==> config.mk <==
export PLATFORM = sky130hd
export DESIGN_NAME = mux21_arbiter
export DESIGN_NICKNAME = d
export VERILOG_FILES = /design/src/rtl/mux21_arbiter.sv
export SDC_FILE = /design/constraint.sdc
export NUM_CORES = 1
export LEC_CHECK = 0
export ABC_AREA = 1
export BUFFER_PORTS_ARGS = -buffer_cell sky130_fd_sc_hd__buf_2
export CORE_MARGIN = 1.5
export CORE_UTILIZATION = 40
export CTS_BUF_LIST = sky130_fd_sc_hd__clkbuf_8
export CTS_CLUSTER_SIZE = 28
export DETAILED_ROUTE_END_ITERATION = 7
export PLACE_DENSITY = 0.76
export SLEW_MARGIN = 25
export SYNTH_ARGS = -nofsm -noshare
export SYNTH_HDL_FRONTEND = slang
export SYNTH_SLANG_ARGS = --single-unit
==> constraint.sdc <==
create_clock -name CLK -period 1.1 [get_ports CLK]
set_clock_uncertainty 0.1 [all_clocks]
set_input_delay 0.22 -clock CLK [delete_from_list [all_inputs] [get_ports CLK]]
set_output_delay 0.22 -clock CLK [all_outputs]
set_load 0.01 [all_outputs]
==> src/rtl/mux21_arbiter.sv <==
// -----------------------------------------------------------------------------
// mux21_arbiter
//
// This block is a round-robin arbiter and sequencer for a shared W-bit 2:1
// datapath mux. Requesters A and B each send packets of one or more beats over
// a REQ/ACK handshake. One requester owns the path for a whole packet. The
// selected beat goes into a single registered output stage, which talks to the
// sink with VALID/READY.
//
// Ports
//   CLK     in   clock, rising edge
//   RST     in   synchronous reset, active-high
//   REQ_A   in   requester A presents a beat on A / LAST_A
//   A       in   requester A data [W-1:0]
//   LAST_A  in   current A beat ends the packet
//   ACK_A   out  A beat accepted this cycle (combinational)
//   REQ_B   in   requester B presents a beat on B / LAST_B
//   B       in   requester B data [W-1:0]
//   LAST_B  in   current B beat ends the packet
//   ACK_B   out  B beat accepted this cycle (combinational)
//   S       out  mux select, 1 only while B owns the path
//   BUSY    out  a requester currently owns the path
//   Y       out  registered output data [W-1:0]
//   LAST    out  registered end-of-packet flag for Y
//   VALID   out  Y / LAST hold a beat
//   READY   in   sink takes Y this cycle
// -----------------------------------------------------------------------------
module mux21_arbiter #(
  parameter int W = 8
) (
  input  logic         CLK,
  input  logic         RST,
  input  logic         REQ_A,
  input  logic [W-1:0] A,
  input  logic         LAST_A,
  output logic         ACK_A,
  input  logic         REQ_B,
  input  logic [W-1:0] B,
  input  logic         LAST_B,
  output logic         ACK_B,
  output logic         S,
  output logic         BUSY,
  output logic [W-1:0] Y,
  output logic         LAST,
  output logic         VALID,
  input  logic         READY
);

  typedef enum logic [1:0] {
    IDLE  = 2'd0,
    OWN_A = 2'd1,
    OWN_B = 2'd2
  } state_e;

  // This is the same function as the shared combinational mux21_2bit
  // datapath, widened to W bits.
  function automatic logic [W-1:0] mux21(input logic [W-1:0] d0,
                                         input logic [W-1:0] d1,
                                         input logic         sel);
    return sel ? d1 : d0;
  endfunction

  state_e         state_q, state_d;
  logic           pri_q, pri_d;        // 0: A preferred, 1: B preferred
  logic [W-1:0]   y_q, y_d;
  logic           last_q, last_d;
  logic           valid_q, valid_d;

  logic           sel;
  logic           can_load;
  logic           ack_a, ack_b;
  logic [W-1:0]   mux_data;
  logic           mux_last;

  assign sel      = (state_q == OWN_B);
  // The output stage can take a new beat when it is empty. It can also take
  // one when its current beat leaves in the same cycle.
  assign can_load = ~valid_q | READY;
  assign ack_a    = (state_q == OWN_A) & REQ_A & can_load;
  assign ack_b    = (state_q == OWN_B) & REQ_B & can_load;
  assign mux_data = mux21(A, B, sel);
  assign mux_last = sel ? LAST_B : LAST_A;

  // NOTE: every variable gets its hold value first. This way no path through
  // the case statement leaves a variable unassigned, so no latch is inferred.
  always_comb begin
    state_d = state_q;
    pri_d   = pri_q;
    y_d     = y_q;
    last_d  = last_q;
    valid_d = valid_q;

    unique case (state_q)
      IDLE: begin
        // Contention goes to the preferred side. The grant is made here, so
        // no beat is accepted until the next cycle.
        if (REQ_A && (!REQ_B || !pri_q)) state_d = OWN_A;
        else if (REQ_B)                  state_d = OWN_B;
      end
      OWN_A: begin
        // The owner keeps the path until its LAST beat is taken. If REQ_A
        // drops mid-packet, the FSM simply waits here.
        if (ack_a && LAST_A) begin
          state_d = IDLE;
          pri_d   = 1'b1;
        end
      end
      OWN_B: begin
        if (ack_b && LAST_B) begin
          state_d = IDLE;
          pri_d   = 1'b0;
        end
      end
      default: state_d = IDLE;
    endcase

    if (ack_a || ack_b) begin
      y_d     = mux_data;
      last_d  = mux_last;
      valid_d = 1'b1;
    end else if (valid_q && READY) begin
      valid_d = 1'b0;              // beat consumed, Y/LAST keep stale value
    end
  end

  // NOTE: state registers use non-blocking assignments. Every flop then
  // samples values from before the edge, whatever order the statements are in.
  always_ff @(posedge CLK) begin
    if (RST) begin
      // NOTE: the data register is reset as well, because Y must read zero
      // after reset. Any in-flight beat is dropped.
      state_q <= IDLE;
      pri_q   <= 1'b0;
      y_q     <= '0;
      last_q  <= 1'b0;
      valid_q <= 1'b0;
    end else begin
      state_q <= state_d;
      pri_q   <= pri_d;
      y_q     <= y_d;
      last_q  <= last_d;
      valid_q <= valid_d;
    end
  end

  assign ACK_A = ack_a;
  assign ACK_B = ack_b;
  assign S     = sel;
  assign BUSY  = (state_q != IDLE);
  assign Y     = y_q;
  assign LAST  = last_q;
  assign VALID = valid_q;

endmodule

==> impl_table.tex, run 1 <==
\begin{tabular}{lr}
\hline
Metric & Value \\
\hline
\multicolumn{2}{l}{\textbf{Setup path}} \\
\quad Maximum net fanout on the critical path & 3 \\
\quad Required @ worst endpoint & 0.78 ns \\
\quad Cell with the largest stage delay on the worst path & sky130\_fd\_sc\_hd\_\_dfxtp\_4 \\
\quad Cell-by-cell trace of the critical path & inv\_4 > nor2\_4 > nand3\_2 > inv\_2 > buf\_6 \\
\quad Crit path largest cell delay & $\sim$0.37 ns \\
\quad Worst setup path class & reg2out \\
\quad Arrival time worst endpoint & about 1.0 ns \\
\quad Category of the worst setup path launch point & flip-flop \\
\quad Worst setup EP type & primary output \\
\multicolumn{2}{l}{\textbf{Global route}} \\
\quad Via count of the first global-routing pass & 773 \\
\quad Global-route wire length before repair & between 2000 and 3000 microns \\
\quad Antenna violations before repair & 0 \\
\quad GR Util All Layers & 0.193 \\
\quad Pin count of the biggest net entering global routing & 13 \\
\quad Remaining Overflow, GRT & 0 \\
\multicolumn{2}{l}{\textbf{Clocking}} \\
\quad CTS tree & done \\
\quad Post-CTS Hold Buffers & 0 \\
\quad Clk\_lat worst skew & $\sim$0.24 ns \\
\quad H-Tree Depth & 1 \\
\quad Maximum clock path buffer count & 2 \\
\quad Number of clock sinks & 13 \\
\quad Library cell used as clock root buffer & sky130\_fd\_sc\_hd\_\_clkbuf\_8 \\
\quad Number of buffers inserted during clock tree synthesis & 3 \\
\quad Clock transition at the registers of the reported paths & 0.05 ns \\
\multicolumn{2}{l}{\textbf{Timing}} \\
\quad Worst relative slew slack & 0.808 \\
\quad Post-Route Hold Slack & 0.0332 ns \\
\quad Worst slew pin tran & around 0.29 ns \\
\quad Final worst path period need & $\sim$1.4 ns \\
\quad Final setup violation count & 15 \\
\quad Final worst-path cycle share & 1.24 \\
\quad Final setup margin & -0.260 ns \\
\quad Maximum achievable frequency & 735 MHz \\
\quad Final hold viol count & 0 \\
\quad Unrepaired setup endpoints after global routing & true \\
\quad Number of max-slew violations in the final report & 0 \\
\multicolumn{2}{l}{\textbf{Routing}} \\
\quad Number of antenna-violating nets in the routed design & 0 \\
\quad Total via count in the routed design & 806 \\
\quad Per-cell via count in the routed design & between 4 and 5 \\
\quad Detailed-route wire length per cell & approximately 10 microns \\
\quad Sum of routed wire length over all layers & 1700 microns \\
\quad Count of routing violations after the opening detailed-route iteration & 10 \\
\quad Router iterations before antenna repair & 4 \\
\quad Post-detailed-route DRC marker count & 0 \\
\multicolumn{2}{l}{\textbf{Synthesis}} \\
\quad Average cell area after synthesis & around 6.3 sq um \\
\quad Post-synthesis net count & 130 \\
\quad Post-synthesis cell type count & 18 \\
\quad Proportion of synthesized chip area in sequential cells & 0.383 \\
\quad Yosys synthesis warning count & 0 \\
\quad Area of the mapped netlist & 679 sq um \\
\quad Cell count after synthesis & about 110 \\
\quad \#FFs+latches synth & 13 \\
\multicolumn{2}{l}{\textbf{Final layout}} \\
\quad Final non-filler cell area & roughly 1000 sq um \\
\quad Share of cells above drive strength 1 & 0.444 \\
\quad Final \#Nets & $\sim$180 \\
\quad Count of placed standard cells in the final layout, fillers left out & around 170 \\
\quad Number of antenna repair diodes & 0 \\
\quad Final core area utilization & 0.679 \\
\quad Growth of design area from synthesis to finish & 54.0\% \\
\multicolumn{2}{l}{\textbf{Die}} \\
\quad Starting density of the core & 0.441 \\
\quad Core Footprint & 1540 sq um \\
\quad Row cnt & 14 \\
\quad Chip height & about 44 microns \\
\quad I/O pin total & 37 \\
\quad Total die area & a little under 2000 sq um \\
\quad Width of the chip & approximately 44 microns \\
\multicolumn{2}{l}{\textbf{Run status}} \\
\quad Status & complete, but fails checks \\
\quad Violated checks & negative setup slack \\
\multicolumn{2}{l}{\textbf{Placed design}} \\
\quad Quantity of I/O buffers inserted on ports & 36 \\
\quad Global placement routability congestion & 0.777 \\
\quad Inst Count DP & 160 \\
\quad Placed cell area & 890 sq um \\
\quad Detailed-placement wirelength estimate & 1230 microns \\
\multicolumn{2}{l}{\textbf{Pwr}} \\
\quad Worst vdd ir & approximately 0.89 mV \\
\quad Power per cell area & approximately 1500 nW/um\^{}2 \\
\quad Power, Total & between 0.0015 and 0.002 W \\
\quad Static Leakage & between 0.6 and 0.7 nW \\
\multicolumn{2}{l}{\textbf{Min path}} \\
\quad Worst min path class & in2reg \\
\multicolumn{2}{l}{\textbf{Job}} \\
\quad Count of maximum capacitance violations & 0 \\
\hline
\end{tabular}
==> per-layer routing <==
layer	global-route usage	part of all wire
met2	0.321	0.46
met3	0.0449	0.073
met5	0	0
met1	0.234	0.43
met4	0.0909	0.027
==> path summary, 6_finish.rpt <==
path,slack [ns],depth (start not counted),endpoint,startpoint
min,0.03,2,state_q[0]$_SDFFE_PP0P_,RST
min reg2reg,0.37,2,pri_q$_SDFFE_PP0P_,pri_q$_SDFFE_PP0P_
max reg2reg,-0.22,8,Y[0]$_SDFFE_PP0P_,state_q[1]$_SDFFE_PP0P_
max,-0.26,5,ACK_B,state_q[1]$_SDFFE_PP0P_
==> flip-flops by register name (all words and copies together) (netlist names) <==
name,flops
pri_q,1
VALID,1
LAST,1
Y,8
state_q,2
==> timing repair <==
item / CTS / global route
buffers inserted: 5 / 0
pin swaps: 10 / 3
gates resized for setup: 16 / 5
setup endpoints to repair: 16 / 16
hold endpoints to repair: 0 / 0
==> power breakdown <==
group          internal, W  switching, W  leakage, nW
Clock             0.000246      0.000161       0.0269
Sequential        0.000541     0.0000419        0.108
Combinational     0.000253      0.000315        0.468
Total              0.00104      0.000518        0.602
==> cell usage after synthesis (all sizes together) <==
library cell,instances,share of area
a21boi,1,0.011
a21oi,2,0.015
buf,1,0.017
clkbuf,1,0.0074
dfxtp,13,0.38
inv,11,0.064
nand2,37,0.22
nand3,6,0.059
nor2,25,0.15
o21ai,9,0.066
or2,1,0.0092
==> placed cells by master (no fill, tap or decap) <==
master                      n
sky130_fd_sc_hd__nand2_8    1
sky130_fd_sc_hd__nand2_4    1
sky130_fd_sc_hd__dfxtp_1   11
sky130_fd_sc_hd__buf_2     33
sky130_fd_sc_hd__a21boi_0   1
sky130_fd_sc_hd__nand3_1    3
sky130_fd_sc_hd__o21ai_1    1
sky130_fd_sc_hd__buf_6      5
sky130_fd_sc_hd__nand2_2    1
sky130_fd_sc_hd__nor2_1    18
sky130_fd_sc_hd__buf_4      6
sky130_fd_sc_hd__nand2_1   34
sky130_fd_sc_hd__inv_2      4
sky130_fd_sc_hd__nand3_2    3
sky130_fd_sc_hd__nor2_4     2
sky130_fd_sc_hd__inv_4      2
sky130_fd_sc_hd__or2_1      1
sky130_fd_sc_hd__clkbuf_8   3
sky130_fd_sc_hd__dfxtp_4    2
sky130_fd_sc_hd__nor2_2     5
sky130_fd_sc_hd__o21ai_0    8
sky130_fd_sc_hd__inv_1      6
sky130_fd_sc_hd__a21oi_1    2
==> per-stage QoR <==
| step | TNS (ns) | setup WS, ns |
|---|---|---|
| detailed placement | -1.66 | -0.157 |
| CTS | -2.89 | -0.244 |
| global placement | -1.21 | -0.112 |
| finish | -3.04 | -0.260 |
| floorplan | -0.327 | -0.0346 |
| global route | -4.06 | -0.310 |
==> layout make-up <==
cell class	count	area, sq um
Clock buffer	3	41.3
Clock inverter	1	3.75
Fill cell	147	495
Inverter	11	46.3
Multi-Input combinational cell	81	400
Sequential cell	13	268
Tap cell	16	20.0
Timing Repair Buffer	44	267
==> worst max-delay path, delay by kind of cell, from the launching register on <==
family / cells / cell delay (ns)
buffers and inverters: 3 / 0.21
DFF: 1 / 0.37
and+or+nand+nor: 2 / 0.22
==> cells by family after synthesis <==
family                 Yosys count  synth area share
flip-flops                      13             0.383
AND/OR/NAND/NOR                 69             0.436
buffers and inverters           13            0.0884
AO/OA/AOI/OAI                   12            0.0921
Power figures use the tool's default switching activity.
==> inputs of run 2 (changes only) <==
--- a/config.mk
+++ b/config.mk
@@ -9,9 +9,10 @@
 export BUFFER_PORTS_ARGS = -buffer_cell sky130_fd_sc_hd__buf_2
 export CORE_MARGIN = 1.5
 export CORE_UTILIZATION = 40
-export CTS_BUF_LIST = sky130_fd_sc_hd__clkbuf_8
+export CTS_BUF_LIST = sky130_fd_sc_hd__clkbuf_2
 export CTS_CLUSTER_SIZE = 28
 export DETAILED_ROUTE_END_ITERATION = 7
+export GPL_ROUTABILITY_DRIVEN = 0
 export PLACE_DENSITY = 0.76
 export SLEW_MARGIN = 25
 export SYNTH_ARGS = -nofsm -noshare
==> run 2 against run 1 <==
Net effect: the run still ends with negative setup slack left; routed wire length grew 2.1%; die area is the same; utilization grew 2.7 points; power shrank 6.3%; clock power shrank 39%; count of clock-buffer cells in the layout grew 1; critical endpoint unchanged.
==> impl_table.tex, run 2 (synthesized netlist as in run 1, its figures left out) <==
\begin{tabular}{lr}
\hline
Metric & Value \\
\hline
\multicolumn{2}{l}{\textbf{Setup path}} \\
\quad Worst setup path class & reg2out (unchanged) \\
\quad Worst setup EP type & primary output (unchanged) \\
\quad Cell with the largest stage delay on the worst path & sky130\_fd\_sc\_hd\_\_dfxtp\_4 (unchanged) \\
\quad R2R Path Start & state\_q[1]\$\_SDFFE\_PP0P\_ (unchanged) \\
\quad Maximum net fanout on the critical path & 3 (unchanged) \\
\quad Category of the worst setup path launch point & flip-flop (unchanged) \\
\quad Critical path's top delay family & flip-flops (unchanged) \\
\quad Crit path largest cell delay & 0.40 ns (was 0.37 ns) \\
\quad Worst R2R End & Y[3]\$\_SDFFE\_PP0P\_ (was Y[0]\$\_SDFFE\_PP0P\_) \\
\quad Arrival time worst endpoint & 1.07 ns (was 1.04 ns) \\
\quad R2R depth & 8 (unchanged) \\
\quad Worst path buffer plus inverter count & 3 (unchanged) \\
\quad Reg-to-reg setup timing slack & -0.21 ns (was -0.22 ns) \\
\quad Cell-by-cell trace of the critical path & inv\_4 > nor2\_4 > nand3\_2 > inv\_2 > buf\_6 (unchanged) \\
\quad Required @ worst endpoint & 0.78 ns (about the same) \\
\multicolumn{2}{l}{\textbf{Global route}} \\
\quad Via count of the first global-routing pass & 769 (was 773) \\
\quad GR Util All Layers & 0.199 (was 0.193) \\
\quad Pin count of the biggest net entering global routing & 13 (unchanged) \\
\quad Global-route wire length before repair & 2890 microns (was 2820 microns) \\
\quad Remaining Overflow, GRT & 0 (unchanged) \\
\quad Antenna violations before repair & 0 (unchanged) \\
\multicolumn{2}{l}{\textbf{Pwr}} \\
\quad Power, Total & 0.00146 W (was 0.00156 W) \\
\quad Power per cell area & 1340 nW/um\^{}2 (was 1490 nW/um\^{}2) \\
\quad Worst vdd ir & 0.825 mV (was 0.890 mV) \\
\quad Static Leakage & 0.610 nW (was 0.602 nW) \\
\multicolumn{2}{l}{\textbf{Timing}} \\
\quad Final worst path period need & 1.39 ns (was 1.36 ns) \\
\quad Worst slew pin tran & 0.284 ns (was 0.287 ns) \\
\quad Number of max-slew violations in the final report & 0 (unchanged) \\
\quad Final worst-path cycle share & 1.27 (was 1.24) \\
\quad Final hold viol count & 0 (unchanged) \\
\quad Unrepaired setup endpoints after global routing & true (unchanged) \\
\quad Maximum achievable frequency & 718 MHz (was 735 MHz) \\
\quad Worst relative slew slack & 0.810 (was 0.808) \\
\quad Setup TNS Final & -3.13 ns (was -3.04 ns) \\
\quad Final setup margin & -0.293 ns (was -0.260 ns) \\
\quad Final setup violation count & 15 (unchanged) \\
\multicolumn{2}{l}{\textbf{Final layout}} \\
\quad Number of antenna repair diodes & 0 (unchanged) \\
\quad Area taken by flip-flops and latches & 278 sq um (was 268 sq um) \\
\quad Commonest non-fill, non-tap cells in the layout & sky130\_fd\_sc\_hd\_\_nand2\_1, sky130\_fd\_sc\_hd\_\_buf\_2, sky130\_fd\_sc\_hd\_\_nor2\_1 (unchanged) \\
\quad Final core area utilization & 0.705 (was 0.679) \\
\quad Final \#Nets & 179 (was 177) \\
\quad Share of cells above drive strength 1 & 0.516 (was 0.444) \\
\quad Growth of design area from synthesis to finish & 60.0\% (was 54.0\%) \\
\quad Number of flip-flops under the largest register name & 8 (unchanged) \\
\quad Fillers & 149 (was 147) \\
\quad Multi-input combinational cell area & 405 sq um (was 400 sq um) \\
\quad Commonest non-fill, non-tap cell in the layout & sky130\_fd\_sc\_hd\_\_nand2\_1 (unchanged) \\
\multicolumn{2}{l}{\textbf{Clocking}} \\
\quad H-Tree Depth & 1 (unchanged) \\
\quad Clock transition at the registers of the reported paths & 0.12 ns (was 0.05 ns) \\
\quad CTS tree & done (unchanged) \\
\quad Number of buffers inserted during clock tree synthesis & 3 (unchanged) \\
\quad Clk\_lat worst skew & 0.27 ns (was 0.24 ns) \\
\quad Number of clock sinks & 13 (unchanged) \\
\quad Maximum clock path buffer count & 2 (unchanged) \\
\quad Library cell used as clock root buffer & sky130\_fd\_sc\_hd\_\_clkbuf\_2 (was sky130\_fd\_sc\_hd\_\_clkbuf\_8) \\
\multicolumn{2}{l}{\textbf{Min path}} \\
\quad Worst min path class & in2reg (unchanged) \\
\quad Min-Delay Path Depth & 4 (was 2) \\
\quad Worst hold path endpoint & pri\_q\$\_SDFFE\_PP0P\_ (was state\_q[0]\$\_SDFFE\_PP0P\_) \\
\quad Hold path start & LAST\_B (was RST) \\
\multicolumn{2}{l}{\textbf{Routing}} \\
\quad Per-cell via count in the routed design & 4.75 (was 4.77) \\
\quad Router iterations before antenna repair & 4 (unchanged) \\
\quad Count of routing violations after the opening detailed-route iteration & 7 (was 10) \\
\quad Number of antenna-violating nets in the routed design & 0 (unchanged) \\
\quad Detailed-route wire length per cell & 10.1 microns (about the same) \\
\quad Sum of routed wire length over all layers & 1730 microns (was 1700 microns) \\
\quad Total via count in the routed design & 812 (was 806) \\
\quad Post-detailed-route DRC marker count & 0 (unchanged) \\
\multicolumn{2}{l}{\textbf{Placed design}} \\
\quad Worst-case setup slack after placement & -0.157 ns (unchanged) \\
\quad Detailed-placement wirelength estimate & 1230 microns (unchanged) \\
\quad Quantity of I/O buffers inserted on ports & 36 (unchanged) \\
\multicolumn{2}{l}{\textbf{Die}} \\
\quad Width of the chip & 44.2 microns (unchanged) \\
\quad Core Footprint & 1540 sq um (unchanged) \\
\quad Starting density of the core & 0.441 (unchanged) \\
\quad Total die area & 1950 sq um (unchanged) \\
\quad I/O pin total & 37 (unchanged) \\
\quad Chip height & 44.2 microns (unchanged) \\
\quad Row cnt & 14 (unchanged) \\
\multicolumn{2}{l}{\textbf{Run status}} \\
\quad Violated checks & negative setup slack (unchanged) \\
\quad Status & complete, but fails checks (unchanged) \\
\multicolumn{2}{l}{\textbf{Job}} \\
\quad Count of maximum capacitance violations & 0 (unchanged) \\
\hline
\end{tabular}
==> run 2: where the power goes <==
group	total (W)	internal, W	switching, W
registers	0.000595	0.000549	0.0000470
clock network	0.000247	0.0000964	0.000151
logic	0.000618	0.000292	0.000326
total	0.00146	0.000937	0.000524
==> run 2: timing repair <==
action,in CTS,in global routing
pin swaps,10,4
hold endpoints to repair,1,0
endpoints found under the setup margin,17,24
cloned,0,0
setup buffers,5,2
gates resized for setup,17,22
hold buffers,1,0
==> run 2: area by class of cell <==
cell class / instances / area share
clock buffer: 4 / 0.0184
inverter: 11 / 0.0472
multi-input combinational: 81 / 0.373
sequential: 13 / 0.255
tap: 16 / 0.0184
timing repair buffer: 46 / 0.288
==> run 2: worst max-delay path by stage <==
stage                                  from           endpoint  cells after the start
floorplan           state_q[1]$_SDFFE_PP0P_  LAST$_SDFFE_PP0P_                      7
CTS                 state_q[1]$_SDFFE_PP0P_              ACK_B                      5
global placement    state_q[0]$_SDFFE_PP0P_  Y[7]$_SDFFE_PP0P_                      7
finish              state_q[1]$_SDFFE_PP0P_              ACK_B                      5
global route        state_q[1]$_SDFFE_PP0P_              ACK_B                      5
detailed placement  state_q[0]$_SDFFE_PP0P_  Y[3]$_SDFFE_PP0P_                      7
==> run 2: metrics by stage <==
stage	instance area (sq um)	hold WS, ns	instances
floorplan	683	0.189	107
global placement	890	0.296	160
detailed placement	890	0.295	160
CTS	1020	0.115	170
global route	1090	0.131	171
finish	1090	0.125	171
==> run 2: worst reg2reg max path: stages (launching register included) <==
cell,delay [ns]
sky130_fd_sc_hd__dfxtp_4,0.40
sky130_fd_sc_hd__inv_4,0.04
sky130_fd_sc_hd__nor2_4,0.11
sky130_fd_sc_hd__nand3_2,0.09
sky130_fd_sc_hd__buf_4,0.16
sky130_fd_sc_hd__nand2_8,0.10
sky130_fd_sc_hd__inv_6,0.06
sky130_fd_sc_hd__nor2_2,0.10
sky130_fd_sc_hd__nor2_1,0.05
==> run 2: per-layer routing <==
metal	routed length (microns)	track usage	vias up	part of all wire
li1	-	-	425	-
met1	766	0.244	348	0.44
met2	821	0.338	34	0.47
met3	118	0.0449	5	0.068
met4	27	0.0727	0	0.016
met5	0	0	-	0
